## src/rtl/reg_writeback.sv

```systemverilog
// reg_writeback -- write-back stage of the RV32E core.
//
// The only writer of the register-file write port. Results arrive from the
// EXU (ALU/CSR) and from the LSU (loads) over valid/ready handshakes. An
// arbiter accepts at most one of them per cycle. Load data is aligned and
// extended, and the chosen result is registered. It drives exactly one
// register write, or one retire, in the next cycle.
//
// Ports
//   clk, rst            clock (rising edge); asynchronous active-low reset
//   wb_stall            when 1, accept nothing this cycle
//   exu_*               EXU result handshake: valid/ready, wen, rd, data
//   lsu_*               LSU load handshake: valid/ready, rd, raw word,
//                       addr_lo, size, unsigned
//   wen_reg, rd, rin    register-file write port
//   retire_valid        1-cycle pulse for each retired instruction
//   err_misalign        1-cycle pulse when a misaligned load is dropped
//   retire_cnt          retired-instruction counter; wraps around

// Load alignment and extension. The memory word is shifted down so the
// addressed byte sits at bit 0. The result is then cut to the access size
// and sign- or zero-extended.
module reg_wb_load_align #(
  parameter int XLEN = 32
) (
  input  logic [XLEN-1:0] raw,
  input  logic [1:0]      addr_lo,
  input  logic [1:0]      size,
  input  logic            uns,
  output logic [XLEN-1:0] data,
  output logic            misalign
);
  logic [XLEN-1:0] shifted;
  logic            sgn_b, sgn_h;

  always_comb begin
    shifted = raw >> {addr_lo, 3'b000};
    sgn_b   = ~uns & shifted[7];
    sgn_h   = ~uns & shifted[15];
    case (size)
      2'd0:    data = {{(XLEN-8){sgn_b}},  shifted[7:0]};
      2'd1:    data = {{(XLEN-16){sgn_h}}, shifted[15:0]};
      default: data = shifted;                    // size 3 behaves as a word
    endcase
    // size[1] covers both word encodings (2 and 3)
    misalign = ((size == 2'd1) && addr_lo[0]) || (size[1] && (addr_lo != 2'd0));
  end
endmodule

module reg_writeback #(
  parameter int XLEN       = 32,
  parameter int STARVE_LIM = 4,
  parameter int CNT_W      = 32
) (
  input  logic             clk,
  input  logic             rst,
  input  logic             wb_stall,
  input  logic             exu_valid,
  output logic             exu_ready,
  input  logic             exu_wen,
  input  logic [4:0]       exu_rd,
  input  logic [XLEN-1:0]  exu_data,
  input  logic             lsu_valid,
  output logic             lsu_ready,
  input  logic [4:0]       lsu_rd,
  input  logic [XLEN-1:0]  lsu_data,
  input  logic [1:0]       lsu_addr_lo,
  input  logic [1:0]       lsu_size,
  input  logic             lsu_unsigned,
  output logic             wen_reg,
  output logic [4:0]       rd,
  output logic [XLEN-1:0]  rin,
  output logic             retire_valid,
  output logic             err_misalign,
  output logic [CNT_W-1:0] retire_cnt
);
  localparam int SW = $clog2(STARVE_LIM + 1);
  localparam logic [SW-1:0] LIM = SW'(STARVE_LIM);

  // One write-back result, whichever source it comes from
  typedef struct packed {
    logic            wen;
    logic [4:0]      rd;
    logic [XLEN-1:0] data;
    logic            mis;
  } wb_res_t;

  logic [XLEN-1:0] ld_data;
  logic            ld_mis;

  reg_wb_load_align #(.XLEN(XLEN)) u_align (
    .raw      (lsu_data),
    .addr_lo  (lsu_addr_lo),
    .size     (lsu_size),
    .uns      (lsu_unsigned),
    .data     (ld_data),
    .misalign (ld_mis)
  );

  logic [SW-1:0]    starve_q, starve_d;
  logic             wen_q, wen_d;
  logic [4:0]       rd_q, rd_d;
  logic [XLEN-1:0]  rin_q, rin_d;
  logic             ret_q, ret_d;
  logic             mis_q, mis_d;
  logic [CNT_W-1:0] cnt_q, cnt_d;

  logic    can_grant, exu_force, exu_gnt, lsu_gnt, accept;
  wb_res_t res;

  always_comb begin
    // Grant is gated by reset so that nothing is handed over while the
    // stage is held in reset.
    can_grant = rst && !wb_stall;
    exu_force = (starve_q == LIM);
    // LSU wins ties unless the EXU has lost LIM times in a row. Each grant
    // looks at the other source's valid, never its own ready, so no loop.
    lsu_gnt   = can_grant && lsu_valid && !(exu_valid && exu_force);
    exu_gnt   = can_grant && exu_valid && (!lsu_valid || exu_force);
    accept    = exu_gnt || lsu_gnt;

    if (lsu_gnt) begin
      res.wen  = (lsu_rd != 5'd0) && !ld_mis;
      res.rd   = lsu_rd;
      res.data = ld_data;
      res.mis  = ld_mis;
    end else begin
      res.wen  = exu_wen && (exu_rd != 5'd0);
      res.rd   = exu_rd;
      res.data = exu_data;
      res.mis  = 1'b0;
    end

    // The starve count drops back to 0 whenever the EXU is idle or served
    if (!exu_valid || exu_gnt) starve_d = '0;
    else if (exu_force)        starve_d = starve_q;
    else                       starve_d = starve_q + SW'(1);

    // Write/retire strobes last one cycle. rd/rin keep their last value so
    // that a trace reads steadily between retires.
    wen_d = accept && res.wen;
    ret_d = accept;
    mis_d = accept && res.mis;
    rd_d  = accept ? res.rd   : rd_q;
    rin_d = accept ? res.data : rin_q;
    // The count moves on the same edge that raises retire_valid
    cnt_d = cnt_q + {{(CNT_W-1){1'b0}}, accept};
  end

  always_ff @(posedge clk or negedge rst) begin
    if (!rst) begin
      starve_q <= '0;
      wen_q    <= 1'b0;
      rd_q     <= 5'd0;
      rin_q    <= '0;
      ret_q    <= 1'b0;
      mis_q    <= 1'b0;
      cnt_q    <= '0;
    end else begin
      starve_q <= starve_d;
      wen_q    <= wen_d;
      rd_q     <= rd_d;
      rin_q    <= rin_d;
      ret_q    <= ret_d;
      mis_q    <= mis_d;
      cnt_q    <= cnt_d;
    end
  end

  assign exu_ready    = exu_gnt;
  assign lsu_ready    = lsu_gnt;
  assign wen_reg      = wen_q;
  assign rd           = rd_q;
  assign rin          = rin_q;
  assign retire_valid = ret_q;
  assign err_misalign = mis_q;
  assign retire_cnt   = cnt_q;
endmodule

```

## config.mk

```make
export PLATFORM = sky130hd
export DESIGN_NAME = reg_writeback
export DESIGN_NICKNAME = d
export VERILOG_FILES = /design/src/rtl/reg_writeback.sv
export SDC_FILE = /design/constraint.sdc
export NUM_CORES = 1
export LEC_CHECK = 0
export ABC_AREA = 1
export BUFFER_PORTS_ARGS = -buffer_cell sky130_fd_sc_hd__buf_2
export CAP_MARGIN = 20
export CORE_MARGIN = 3
export CORE_UTILIZATION = 55
export CTS_CLUSTER_DIAMETER = 150
export DETAILED_ROUTE_END_ITERATION = 10
export GPL_TIMING_DRIVEN = 0
export PLACE_DENSITY = 0.83
export SETUP_SLACK_MARGIN = 0.02
export SYNTH_ARGS = -nofsm -noshare
export SYNTH_HDL_FRONTEND = slang
export SYNTH_SLANG_ARGS = --single-unit
```

## constraint.sdc

```tcl
create_clock -name clk -period 2.9 [get_ports clk]
set_input_delay 0.58 -clock clk [delete_from_list [all_inputs] [get_ports clk]]
set_output_delay 0.58 -clock clk [all_outputs]
set_load 0.02 [all_outputs]
```

-- After elaboration in Yosys (flattened, before gate mapping)
Index checks and enable logic that the tools add are counted.
- memories kept: 0
- bits in writable memories: 0
- memory bits (read-only): 0
- latch bits: 0
- output and inout bits: 74
- input bits: 85
- logic and storage cells: 45
- bits in registers: 75
- $mul: 0
- muxes and demuxes: 4
- shift-type cells: 1
- divide/modulo/power cells: 0
- reduce and logical (&&, ||, !) cells: 25
- equality and inequality tests: 3
- add/subtract/negate cells: 2
- bitwise operators: 3
- magnitude comparators: 0
- operators with widths (cell ; number):
    $pmux W32 S2 ; 1
    $mux W39 ; 1
    $add A32 B1 Y32 ; 1
    $shr A32 B5 Y32 ; 1
    $logic_and A1 B1 Y1 ; 12
    $reduce_bool A5 Y1 ; 2
    $mux W3 ; 2
    $logic_not A1 Y1 ; 5
    $logic_or A1 B1 Y1 ; 4
    $add A3 B1 Y3 const B ; 1
    $eq A3 B3 Y1 const B ; 1
    $and A1 B1 Y1 ; 2
    $eq A2 B1 Y1 const B ; 1
    $logic_not A2 Y1 ; 1
    $ne A2 B1 Y1 const B ; 1
    $reduce_bool A2 Y1 ; 1
    $not A1 Y1 ; 1

-- Logic depth before layout (Yosys ltp)
- depth after elaboration: 7
- depth in mapped cells: 14
- mapped depth without buffers: 14

-- By module
From an unflattened synthesis, not the netlist that was laid out.
- cell total of the unflattened synthesis: 712
- area total of the unflattened synthesis: 5028.6 sq um
- by module, submodules not included (module ; cells an instance ; times used ; area an instance (sq um) ; seq. area each (sq um)):
    reg_writeback ; 537 ; 1 ; 4127.7 ; 1876.8
    reg_wb_load_align ; 175 ; 1 ; 900.9 ; 0.0

-- Worst setup path before layout
OpenSTA, ideal clock, no wires.
- kind: input port to flip-flop
- from: input port wb_stall
- to: register cnt_q[30] (netlist: retire_cnt[30])
- stages on the path: 14
- arrival: 2.094 ns
- setup slack: 0.689 ns
- library setup time: 0.117 ns
- data required time: 2.783 ns
- buffers on the path: 0
- cell sequence: inv_1 nand2_1 inv_2 o21ai_1 inv_2 ha_1 ha_1 nand2_1 nor2_4 nand3_2 nor2_2 nand2_1 nand2_1 nand2_1
- cells in the longest elaborated chain, start to end: 6
- elaborated cells between the ends (all ways): 8
- those cells by class: add/sub (1); reduce/logical (7)
- RTL lines (item ; RTL line ; text):
    start, declared ; 57 ; input logic wb_stall,
    $logic_not A1 Y1 * ; 114 ; can_grant = rst && !wb_stall;
    $logic_and A1 B1 Y1 * ; 114 ;
    $logic_and A1 B1 Y1 (on tied branches) (2 in series) ; 119, 118 ;
    $logic_or A1 B1 Y1 * ; 120 ; accept = exu_gnt || lsu_gnt;
    via accept ; 108 ; logic can_grant, exu_force, exu_gnt, lsu_gnt, accept;
    $add A32 B1 Y32 * ; 147 ; cnt_d = cnt_q + {{(CNT_W-1){1'b0}}, accept};
    via cnt_d[30] ; 106 ; logic [CNT_W-1:0] cnt_q, cnt_d;
    end signal, assigned ; 166 ; cnt_q <= cnt_d;
    end, declared ; 106 ;
The timed path passes the listed nets; every way through them passes the cells marked *.
A chain may end at the register's enable or synchronous reset.

-- Final worst setup path
- from: input port rst
- to: register cnt_q[30] (netlist: retire_cnt[30])
- cells in the longest elaborated chain, start to end: 5
- elaborated cells between the ends (all ways): 7
- those cells by class: add/sub (1); reduce/logical (6)
- RTL lines (item ; RTL line ; text):
    start, declared ; 56 ; input logic rst,
    $logic_and A1 B1 Y1 * ; 114 ;
    $logic_and A1 B1 Y1 (on tied branches) (2 in series) ; 119, 118 ;
    $logic_or A1 B1 Y1 * ; 120 ;
    via accept ; 108 ;
    $add A32 B1 Y32 * ; 147 ;
    via cnt_d[30] ; 106 ;
Marked as above.

==> summary.txt <==
STA
  – RSZ-0062 raised after global routing: false
  – Final setup fails: 0
  – Final Cycle Share: 0.9125
  – Final Critical Period: 2.646 ns
  – Worst-margin pin slew: 0.4382 ns
  – Hold Fails Final Rpt: 0
  – Max Slew Vio Count: 0
  – Hold slack: 0.04272 ns
  – Worst Skew: 0.01302 ns
  – Slew Limit Headroom: 0.7048
  – Fmax: 377.9 MHz

Critical path
  – Top cell by count, worst path: nand2_1
  – CP max stage delay: 0.28 ns
  – Top fanout value on the critical path: 36
  – Crit path max-delay cell type: ha_1
  – Critical Path, Cell by Cell: buf_4 -> buf_16 -> nand2_1 -> inv_2 -> o21ai_1 -> inv_2 -> ha_1 -> ha_1 -> nand2_1 -> nor2_4 -> nand3_2 -> nor2_2 -> nand2_1 -> nand2_1 -> nand2_1
  – Nature of the critical path endpoint: register
  – CP Launch Type: primary input
  – CP arrival: 2.90 ns
  – Critical Path RT: 3.15 ns
  – WS Path Type: primary input to register

Route
  – Residual DRC: 0
  – DRT iter0 DRCs: 256
  – First drt pass iteration count: 5
  – WL/cell: 14.36 um
  – Total number of vias: 5,083
  – Post-route ant nets: 0
  – Final wirelength: 13.97 mm
  – Vias/cell: 5.224

Synth
  – Mapped Nets: 782
  – Post-Syn Area: 4708 sq um
  – Syn. warnings: 0
  – Post-synth top area cell: dfrtp_1
  – Primary FF master, synth: dfrtp_1
  – Top cells by count, synth: nand2_1, nand3_1, dfrtp_1
  – Synth cell types: 30
  – Mean Syn Cell Area: 6.794 sq um
  – Syn Inst Count: 693
  – Async SR Flop Fraction: 1.000
  – Register bit count reported by yosys: 75
  – Synth top area cells: dfrtp_1, nand2_1, nand3_1
  – Count leader, synth: nand2_1
  – Post-synthesis sequential area ratio: 0.3986
  – Post-synth EDFFs: 0
  – Post-synth top area share: 0.3986

Clocking
  – TritonCTS clock tree: done
  – Bufs on Longest Clock Path: 2
  – Num CTS Buffers: 9
  – Skew-Pair Late Insertion Delay: 0.36 ns
  – Clock Tree Root: clkbuf_8
  – Clock sink total: 75
  – CTS H-tree depth: 3
  – Postcts setup bufs: 0
  – Clock-pin slew on the worst setup and hold paths: 0.09 ns

Global routing
  – Initial antenna violation count: 1
  – Gr usage total: 0.2914
  – Largest net degree at the start of global routing: 73
  – Global-route wire length before repair: 22.86 mm
  – Vias in the first global route: 5,025
  – Grt ovf: 0

Place
  – Buffers on Ports: 156
  – Gpl congestion: 0.9841
  – Dpl cells: 955
  – DP HPWL: 10.97 mm
  – Placed inst area: 5650 sq um

Run
  – Max-cap violations: 0

Die
  – # rows: 33
  – Die Ht: 98.52 um
  – Starting Density: 0.5702
  – Core Area: 8258 sq um
  – Die Wd: 98.52 um
  – Die outline area: 9706 sq um
  – IO Pins: 159

Pwr
  – Pwr dens: 500.2 nW/um^2
  – Worst vdd ir: 374.8 uV
  – Lkg Pwr: 3.269 nW

Finish
  – Share of layout cells above drive strength 1: 0.2618
  – Nets@finish: 951
  – P&R area growth vs syn: 24.42%
  – Final instance area: 5858 sq um
  – Non-Filler Instances: 973

Min path
  – Hold Path Class: primary input to async pin

Status
  – Status: completed
==> report_power, final <==
group          switching, W  leakage (nW)  internal [W]  total (W)
clock network      0.000411        0.0900      0.000361   0.000772
registers          0.000111         0.960       0.00119    0.00131
logic              0.000544          2.22      0.000308   0.000852
total               0.00107          3.27       0.00186    0.00293
==> kinds of logic after synthesis <==
group / share of synthesized area
flops: 0.3986
xor+xnor: 0.02976
buf+inv: 0.1036
compound gates: 0.04730
simple gates: 0.4100
fa+ha+maj: 0.01063
==> cell type report <==
| type | count | area (sq um) |
|---|---|---|
| fill | 704 | 2400 |
| inverter | 81 | 306.5 |
| timing repair buffer | 158 | 835.8 |
| antenna | 1 | 2.502 |
| clock buffer | 13 | 158.9 |
| buffer | 26 | 181.4 |
| multi-input combinational | 511 | 2344 |
| clock inverter | 3 | 21.27 |
| tap | 105 | 131.4 |
| sequential | 75 | 1877 |
==> critical path: cells and delay by family <==
family / cells / cell delay [ns]
and+or+nand+nor: 8 / 0.96
buffers and inverters: 4 / 0.68
AOI/OAI and AO/OA: 1 / 0.16
adders and majority gates: 2 / 0.50
==> final timing paths <==
kind / cells after the start / start / endpoint / slack [ns]
worst max register to register: 9 / retire_cnt[0]$_DFF_PN0_ / retire_cnt[30]$_DFF_PN0_ / 1.12
min in group clk: 3 / lsu_rd[0] / rd[0]$_DFFE_PN0N_ / 0.48
max in group asynchronous: 2 / rst / rin[7]$_DFFE_PN0N_ / 2.43
worst min-delay path: 1 / rst / retire_valid$_DFF_PN0_ / 0.04
worst min register to register: 2 / rin[12]$_DFFE_PN0N_ / rin[12]$_DFFE_PN0N_ / 0.49
worst max-delay path: 15 / rst / retire_cnt[30]$_DFF_PN0_ / 0.25
==> cell usage in the layout, fill, tap and decap left out, types with 9 or more instances in the layout <==
master	count
a21oi_1	9
nor2_1	69
xor2_1	12
nand3_1	84
buf_2	167
inv_1	72
clkbuf_8	11
nand2_1	262
o21ai_0	17
dfrtp_1	75
==> metal layers <==
metal / GRT usage / up-vias / routed length [um]
li1: - / 2497 / -
met1: 0.3549 / 2335 / 5641
met2: 0.5008 / 210 / 6898
met3: 0.05874 / 41 / 947
met4: 0.1271 / 0 / 484
met5: 0 / - / 0
==> what timing repair did <==
item,4_1_cts,5_1_grt
endpoints found under the setup margin,0,12
gates resized for setup,0,0
hold buffers,0,0
==> metrics by stage <==
step	util	TNS (ns)	setup slack (ns)	total power, W
3_5_place_dp	0.6842	-1.778	-0.2561	0.002171
3_3_place_gp	0.6806	-29.63	-1.112	0.002138
6_report	0.7094	0	0.2538	0.002930
2_1_floorplan	-	0	0.6889	0.001830
4_1_cts	0.7061	0	0.1249	0.002941
5_1_grt	0.7094	0	0.02191	0.003091
Power figures use the tool's default switching activity.
